[config.mk]
export PLATFORM = sky130hd
export DESIGN_NAME = muldiv_arbiter
export DESIGN_NICKNAME = d
export VERILOG_FILES = /design/src/rtl/muldiv_arbiter_pkg.sv /design/src/rtl/muldiv_arbiter_rr_arb2.sv /design/src/rtl/muldiv_arbiter.sv
export SDC_FILE = /design/constraint.sdc
export NUM_CORES = 1
export LEC_CHECK = 0
export ABC_AREA = 1
export BUFFER_PORTS_ARGS = -buffer_cell sky130_fd_sc_hd__buf_2
export CORE_AREA = 5 5 163 165
export DETAILED_ROUTE_END_ITERATION = 10
export DIE_AREA = 0 0 168 170
export HOLD_SLACK_MARGIN = 0.08
export SKIP_CTS_REPAIR_TIMING = 1
export SYNTH_ARGS = -nofsm -noshare
export SYNTH_HDL_FRONTEND = slang
export SYNTH_SLANG_ARGS = --single-unit
[constraint.sdc]
create_clock -name clock -period 3.1 [get_ports clock]
set_clock_uncertainty 0.15 [all_clocks]
set_input_delay 0.155 -clock clock [delete_from_list [all_inputs] [get_ports clock]]
set_output_delay 0.155 -clock clock [all_outputs]
set_load 0.01 [all_outputs]
[src/rtl/muldiv_arbiter_pkg.sv]
// -----------------------------------------------------------------------------
// muldiv_arbiter_pkg
//   Shared definitions for the mul/div arbiter: FSM state encoding, operation
//   codes for the unit's muordi input, and the operand/result widths.
// -----------------------------------------------------------------------------
package muldiv_arbiter_pkg;

  localparam int OP1_W = 32;  // opera1: divisor / multiplier
  localparam int OP2_W = 64;  // opera2: dividend / multiplicand
  localparam int RES_W = 64;  // unit result

  localparam logic MD_MUL = 1'b0;
  localparam logic MD_DIV = 1'b1;

  typedef enum logic [1:0] {
    IDLE = 2'd0,
    LOAD = 2'd1,
    RUN  = 2'd2,
    DONE = 2'd3
  } state_e;

endpackage

[src/rtl/muldiv_arbiter_rr_arb2.sv]
// -----------------------------------------------------------------------------
// muldiv_arbiter_rr_arb2
//   Two-input round-robin picker (the rr_arb2 block of the arbiter).
//   Ports:
//     req0, req1  in   pending requests
//     last_grant  in   port granted most recently
//     gnt_valid   out  at least one request is pending
//     gnt_id      out  winning port (meaningful only when gnt_valid)
// -----------------------------------------------------------------------------
module muldiv_arbiter_rr_arb2 (
  input  logic req0,
  input  logic req1,
  input  logic last_grant,
  output logic gnt_valid,
  output logic gnt_id
);

  assign gnt_valid = req0 | req1;
  // On contention the port that did not win last time goes next; otherwise
  // the single requester wins (req1 alone selects port 1).
  assign gnt_id    = (req0 & req1) ? ~last_grant : req1;

endmodule

[src/rtl/muldiv_arbiter.sv]
// -----------------------------------------------------------------------------
// muldiv_arbiter
//   Shares one signed mul/div unit between two requesters. Picks a winner
//   round-robin, latches its operands, runs the unit's start/valid handshake
//   under a watchdog and returns the result with a one-cycle done pulse.
//   Ports:
//     clock, reset          clock (rising edge), synchronous active-high reset
//     req/op/a/b 0 and 1    per-port request, operation (1 = div), operands
//     ack0/ack1             one-cycle pulse: operands captured
//     done0/done1           one-cycle pulse: res/err valid for that port
//     res, err              last result; err = 1 marks a watchdog abort
//     busy                  FSM not in IDLE
//     du_*                  start/operands to the unit, result/valid back
// -----------------------------------------------------------------------------
module muldiv_arbiter
  import muldiv_arbiter_pkg::*;
#(
  parameter int unsigned      CNT_W   = 16,
  parameter logic [CNT_W-1:0] TIMEOUT = 16'd200
) (
  input  logic             clock,
  input  logic             reset,
  input  logic             req0,
  input  logic             op0,
  input  logic [OP1_W-1:0] a0,
  input  logic [OP2_W-1:0] b0,
  output logic             ack0,
  output logic             done0,
  input  logic             req1,
  input  logic             op1,
  input  logic [OP1_W-1:0] a1,
  input  logic [OP2_W-1:0] b1,
  output logic             ack1,
  output logic             done1,
  output logic [RES_W-1:0] res,
  output logic             err,
  output logic             busy,
  output logic             du_start,
  output logic             du_muordi,
  output logic [OP1_W-1:0] du_opera1,
  output logic [OP2_W-1:0] du_opera2,
  input  logic [RES_W-1:0] du_result,
  input  logic             du_valid
);

  state_e             state_q, state_d;
  logic               owner_q, owner_d;
  logic               last_grant_q, last_grant_d;
  logic [CNT_W-1:0]   wdog_q, wdog_d, wdog_inc;
  logic               ack0_q, ack0_d, ack1_q, ack1_d;
  logic               done0_q, done0_d, done1_q, done1_d;
  logic [RES_W-1:0]   res_q, res_d;
  logic               err_q, err_d;
  logic               busy_q, busy_d;
  logic               du_start_q, du_start_d;
  logic               du_muordi_q, du_muordi_d;
  logic [OP1_W-1:0]   du_opera1_q, du_opera1_d;
  logic [OP2_W-1:0]   du_opera2_q, du_opera2_d;
  logic               gnt_valid, gnt_id;

  muldiv_arbiter_rr_arb2 u_rr_arb2 (
    .req0       (req0),
    .req1       (req1),
    .last_grant (last_grant_q),
    .gnt_valid  (gnt_valid),
    .gnt_id     (gnt_id)
  );

  // NOTE: every variable gets a default at the top of this block so that no
  // path through the case leaves one unassigned, which would infer a latch.
  always_comb begin
    state_d      = state_q;
    owner_d      = owner_q;
    last_grant_d = last_grant_q;
    wdog_d       = wdog_q;
    wdog_inc     = wdog_q + CNT_W'(1);
    ack0_d       = 1'b0;
    ack1_d       = 1'b0;
    done0_d      = 1'b0;
    done1_d      = 1'b0;
    res_d        = res_q;
    err_d        = err_q;
    du_muordi_d  = du_muordi_q;
    du_opera1_d  = du_opera1_q;
    du_opera2_d  = du_opera2_q;

    case (state_q)
      IDLE: begin
        if (gnt_valid) begin
          owner_d      = gnt_id;
          last_grant_d = gnt_id;
          du_muordi_d  = gnt_id ? op1 : op0;
          du_opera1_d  = gnt_id ? a1  : a0;
          du_opera2_d  = gnt_id ? b1  : b0;
          ack0_d       = ~gnt_id;
          ack1_d       = gnt_id;
          state_d      = LOAD;
        end
      end
      LOAD: begin
        wdog_d  = '0;
        state_d = RUN;
      end
      RUN: begin
        // A valid seen in the first RUN cycle may be left over from the
        // previous operation, so it only counts once wdog has advanced.
        // Completion is tested before the timeout so it wins a tie.
        if (du_valid && (wdog_q != '0)) begin
          res_d   = du_result;
          err_d   = 1'b0;
          done0_d = ~owner_q;
          done1_d = owner_q;
          state_d = DONE;
        end else if (wdog_inc == TIMEOUT) begin
          res_d   = '0;
          err_d   = 1'b1;
          done0_d = ~owner_q;
          done1_d = owner_q;
          state_d = DONE;
        end else begin
          wdog_d = wdog_inc;
        end
      end
      DONE: begin
        state_d = IDLE;
      end
      default: state_d = IDLE;
    endcase

    // Both flags follow the next state, keeping them registered and aligned.
    busy_d     = (state_d != IDLE);
    du_start_d = (state_d != RUN);
  end

  // NOTE: state is updated with non-blocking assignments so every flop samples
  // the pre-edge values regardless of statement order.
  always_ff @(posedge clock) begin
    if (reset) begin
      state_q      <= IDLE;
      owner_q      <= 1'b0;
      last_grant_q <= 1'b1;
      wdog_q       <= '0;
      ack0_q       <= 1'b0;
      ack1_q       <= 1'b0;
      done0_q      <= 1'b0;
      done1_q      <= 1'b0;
      res_q        <= '0;
      err_q        <= 1'b0;
      busy_q       <= 1'b0;
      du_start_q   <= 1'b1;
      du_muordi_q  <= 1'b0;
      du_opera1_q  <= '0;
      du_opera2_q  <= '0;
    end else begin
      state_q      <= state_d;
      owner_q      <= owner_d;
      last_grant_q <= last_grant_d;
      wdog_q       <= wdog_d;
      ack0_q       <= ack0_d;
      ack1_q       <= ack1_d;
      done0_q      <= done0_d;
      done1_q      <= done1_d;
      res_q        <= res_d;
      err_q        <= err_d;
      busy_q       <= busy_d;
      du_start_q   <= du_start_d;
      du_muordi_q  <= du_muordi_d;
      du_opera1_q  <= du_opera1_d;
      du_opera2_q  <= du_opera2_d;
    end
  end

  assign ack0      = ack0_q;
  assign ack1      = ack1_q;
  assign done0     = done0_q;
  assign done1     = done1_q;
  assign res       = res_q;
  assign err       = err_q;
  assign busy      = busy_q;
  assign du_start  = du_start_q;
  assign du_muordi = du_muordi_q;
  assign du_opera1 = du_opera1_q;
  assign du_opera2 = du_opera2_q;

endmodule

==> results.txt <==
status: completed
CTS tree: built
Post-synth EDFFs: 0
Pre-antenna DRT Iters: 5
global-route wire length before repair: 44370 um
VDD IR max: 0.3309 mV
synth top area cells: dfxtp_1 (48%), nand2_1 (19%), a31oi_1 (7.8%), o21ai_0 (6.4%), a21oi_1 (5.1%)
RR Endpoint: du_opera2[36]$_SDFFE_PP0P_
Slew Viols, Final: 0
Post-synth top cells: nand2_1 (390), dfxtp_1 (188), o21ai_0 (100), a31oi_1 (97), a21oi_1 (79)
Worst EP required: 3.33 ns
worst slew pin tran: 0.6905 ns
crit path time final: 2.784 ns
Mapped Cells: 1068
#FFs+latches synth: 188
part of the cycle the worst path needs: 89.82%
largest net degree at the start of global routing: 105
Cell Area, Synth: 0.007795 sq mm
CP startpoint kind: input pin
fillers: 2262
TritonCTS buffer count: 17
Slowest-stage cell, CP: inv_2
CTS Sinks: 188
ys async rst share: 0%
setup TNS: 0 ns
Yosys warnings: 0
HPWL after DPL: 21300 um
top-count cell post-synth: nand2_1
Seq/Total Area, Yosys: 48.28%
Critical Path AT: 3.01 ns
drt initial violations: 769
H-Tree Depth: 4
Seq. cell area: 0.003764 sq mm
Synth Net Count: 1338
Slowest Stage Delay on Critical Path: 0.57 ns
Die Y: 170 um
vias in the first global route: 8230
worst reg2reg setup slack: 0.41 ns
Primary FF master, synth: dfxtp_1
worst-path cell chain: dlygate4sd3_1 -> buf_2 -> nand2_1 -> nand2_4 -> inv_2 -> buf_4 -> nand2_1 -> a31oi_1 -> dlygate4sd3_1
CTS Root Cell: clkbuf_16
nets@finish: 1980
Routed wire per std cell: 16.11 um
DRT Wirelength: 33090 um
initial antenna violation count: 2
Clock Path Buffers: 2
kind of critical path: in -> reg
RSZ-0062 raised after global routing: no
fin worst setup slack: 0.3156 ns
launch point of the worst hold path: req1
area leader, netlist: dfxtp_1
chip width: 168 um
gp weighted congestion: 0.8993
DRT antenna net count: 0
hold depth: 4
Vias/cell: 4.828
proportion of layout cells with a drive suffix above 1: 28.67%
Core Util, Final: 53.95%
CTS clock-pin slew for the worst setup and hold paths: 0.09 ns
post-synth top area share: 48.28%
row count: 58
DP Worst Slack: 0.4883 ns
full die area: 0.02856 sq mm
via count: 9916
Fin Hold WS: 0.07348 ns
core area: 0.02489 sq mm
Hold EP: du_start$_SDFF_PP1_
all-layer global routing usage: 19.18%
PwrDens: 537.6 mW/mm^2
Initial Util: 31.32%
# DRC: 0
area of the multi-input gates: 0.003588 sq mm
min-delay worst type: in -> reg
Final setup viols: 0
area growth from synthesis to layout: 72.26%
Critical Path Sink Type: flop
Remaining Overflow, GRT: 0
number of port buffers: 430
reg2reg start: last_grant_q$_SDFFE_PP1P_
Max Cap Viol: 0
average cell area after synthesis: 7.299 sq um
LEAKAGE: 6.268 nW
Ports: 431
Hold Vio Cnt, Final: 0
Fmax: 0.3591 GHz
latest clock arrival within the worst-skew pair: 0.42 ns
Yosys cell types: 27
Worst Path Max Fanout: 37
worst r2r path cells: 7
Slew headroom: 53.97%
sequential cells by signal, summed over array words and instances, names as in the netlist:
signal	cells
busy	1
last_grant_q	1
wdog_q	16
ack1	1
du_opera2	64
owner_q	1
ack0	1
du_opera1	32
done0	1
state_q	2
err	1
res	64
done1	1
du_muordi	1
du_start	1
kinds of logic after synthesis:
| family | after synthesis | share of synthesized area (%) |
|---|---|---|
| AND/OR/NAND/NOR | 482 | 25.28 |
| AO/OA/AOI/OAI | 278 | 19.44 |
| flip-flops | 188 | 48.28 |
| buffers and inverters | 113 | 5.875 |
| adder cells (fa/ha/maj) | 7 | 1.124 |
report_power, final:
group	switching (mW)	internal (mW)	leakage, nW	total [mW]
Combinational	1.10	1.01	4.44	2.10
Sequential	0.137	2.71	1.54	2.85
Clock	1.10	1.16	0.287	2.26
Total	2.34	4.88	6.27	7.22
metrics by stage:
step	instance area [sq um]	std cells	total power, mW
2_1_floorplan	7795	1068	3.711
3_3_place_gp	10220	1761	4.450
3_5_place_dp	10220	1761	4.460
4_1_cts	10820	1793	6.745
5_1_grt	13430	2053	7.600
6_report	13430	2054	7.219
cell usage in the layout, fill, tap and decap left out, drive strengths merged:
cell	count
nand4	22
o21bai	1
nor4	3
clkbuf	18
diode	1
a31oi	97
nand2	395
a21oi	79
dfxtp	188
or2	2
nor3	3
ha	7
o21ai	101
nor2	25
clkinvlp	2
buf	444
bufinv	1
inv	38
dlygate4sd3	260
nand3	31
nand3b	1
clkinv	5
critical path: cells and delay by family:
| kind | cells | cell delay [ns] |
|---|---|---|
| buffers and inverters | 5 | 2.17 |
| and+or+nand+nor | 3 | 0.46 |
| AOI/OAI and AO/OA | 1 | 0.18 |
worst max path at each step:
stage,slack (ns),startpoint,depth (start not counted),to
final,0.32,req0,9,du_opera2[36]$_SDFFE_PP0P_
after global routing,0.16,wdog_q[1]$_SDFFE_PP0P_,13,res[45]$_SDFFE_PP0P_
after CTS,0.43,wdog_q[1]$_SDFFE_PP0P_,13,res[62]$_SDFFE_PP0P_
after detailed placement,0.49,wdog_q[1]$_SDFFE_PP0P_,13,res[22]$_SDFFE_PP0P_
after global placement,0.56,wdog_q[1]$_SDFFE_PP0P_,13,res[17]$_SDFFE_PP0P_
after floorplan,0.92,wdog_q[1]$_SDFFE_PP0P_,16,res[10]$_SDFFE_PP0P_
metal layers:
metal  global-route usage [%]  wire length, um  vias to the layer above
li1                         -                -                     4887
met5                        0               27                        -
met4                    5.999              919                        4
met3                    6.458             2518                       67
met2                    32.69            16640                      456
met1                    22.95            12980                     4502
final cells by class:
| type | instances | area share (%) |
|---|---|---|
| Multi-Input combinational cell | 767 | 26.72 |
| Clock inverter | 14 | 1.295 |
| Antenna cell | 1 | 0.01864 |
| Timing Repair Buffer | 704 | 36.75 |
| Sequential cell | 188 | 28.03 |
| Tap cell | 330 | 3.075 |
| Inverter | 32 | 0.9132 |
| Clock buffer | 18 | 3.196 |
(Power assumes the default switching activity.)
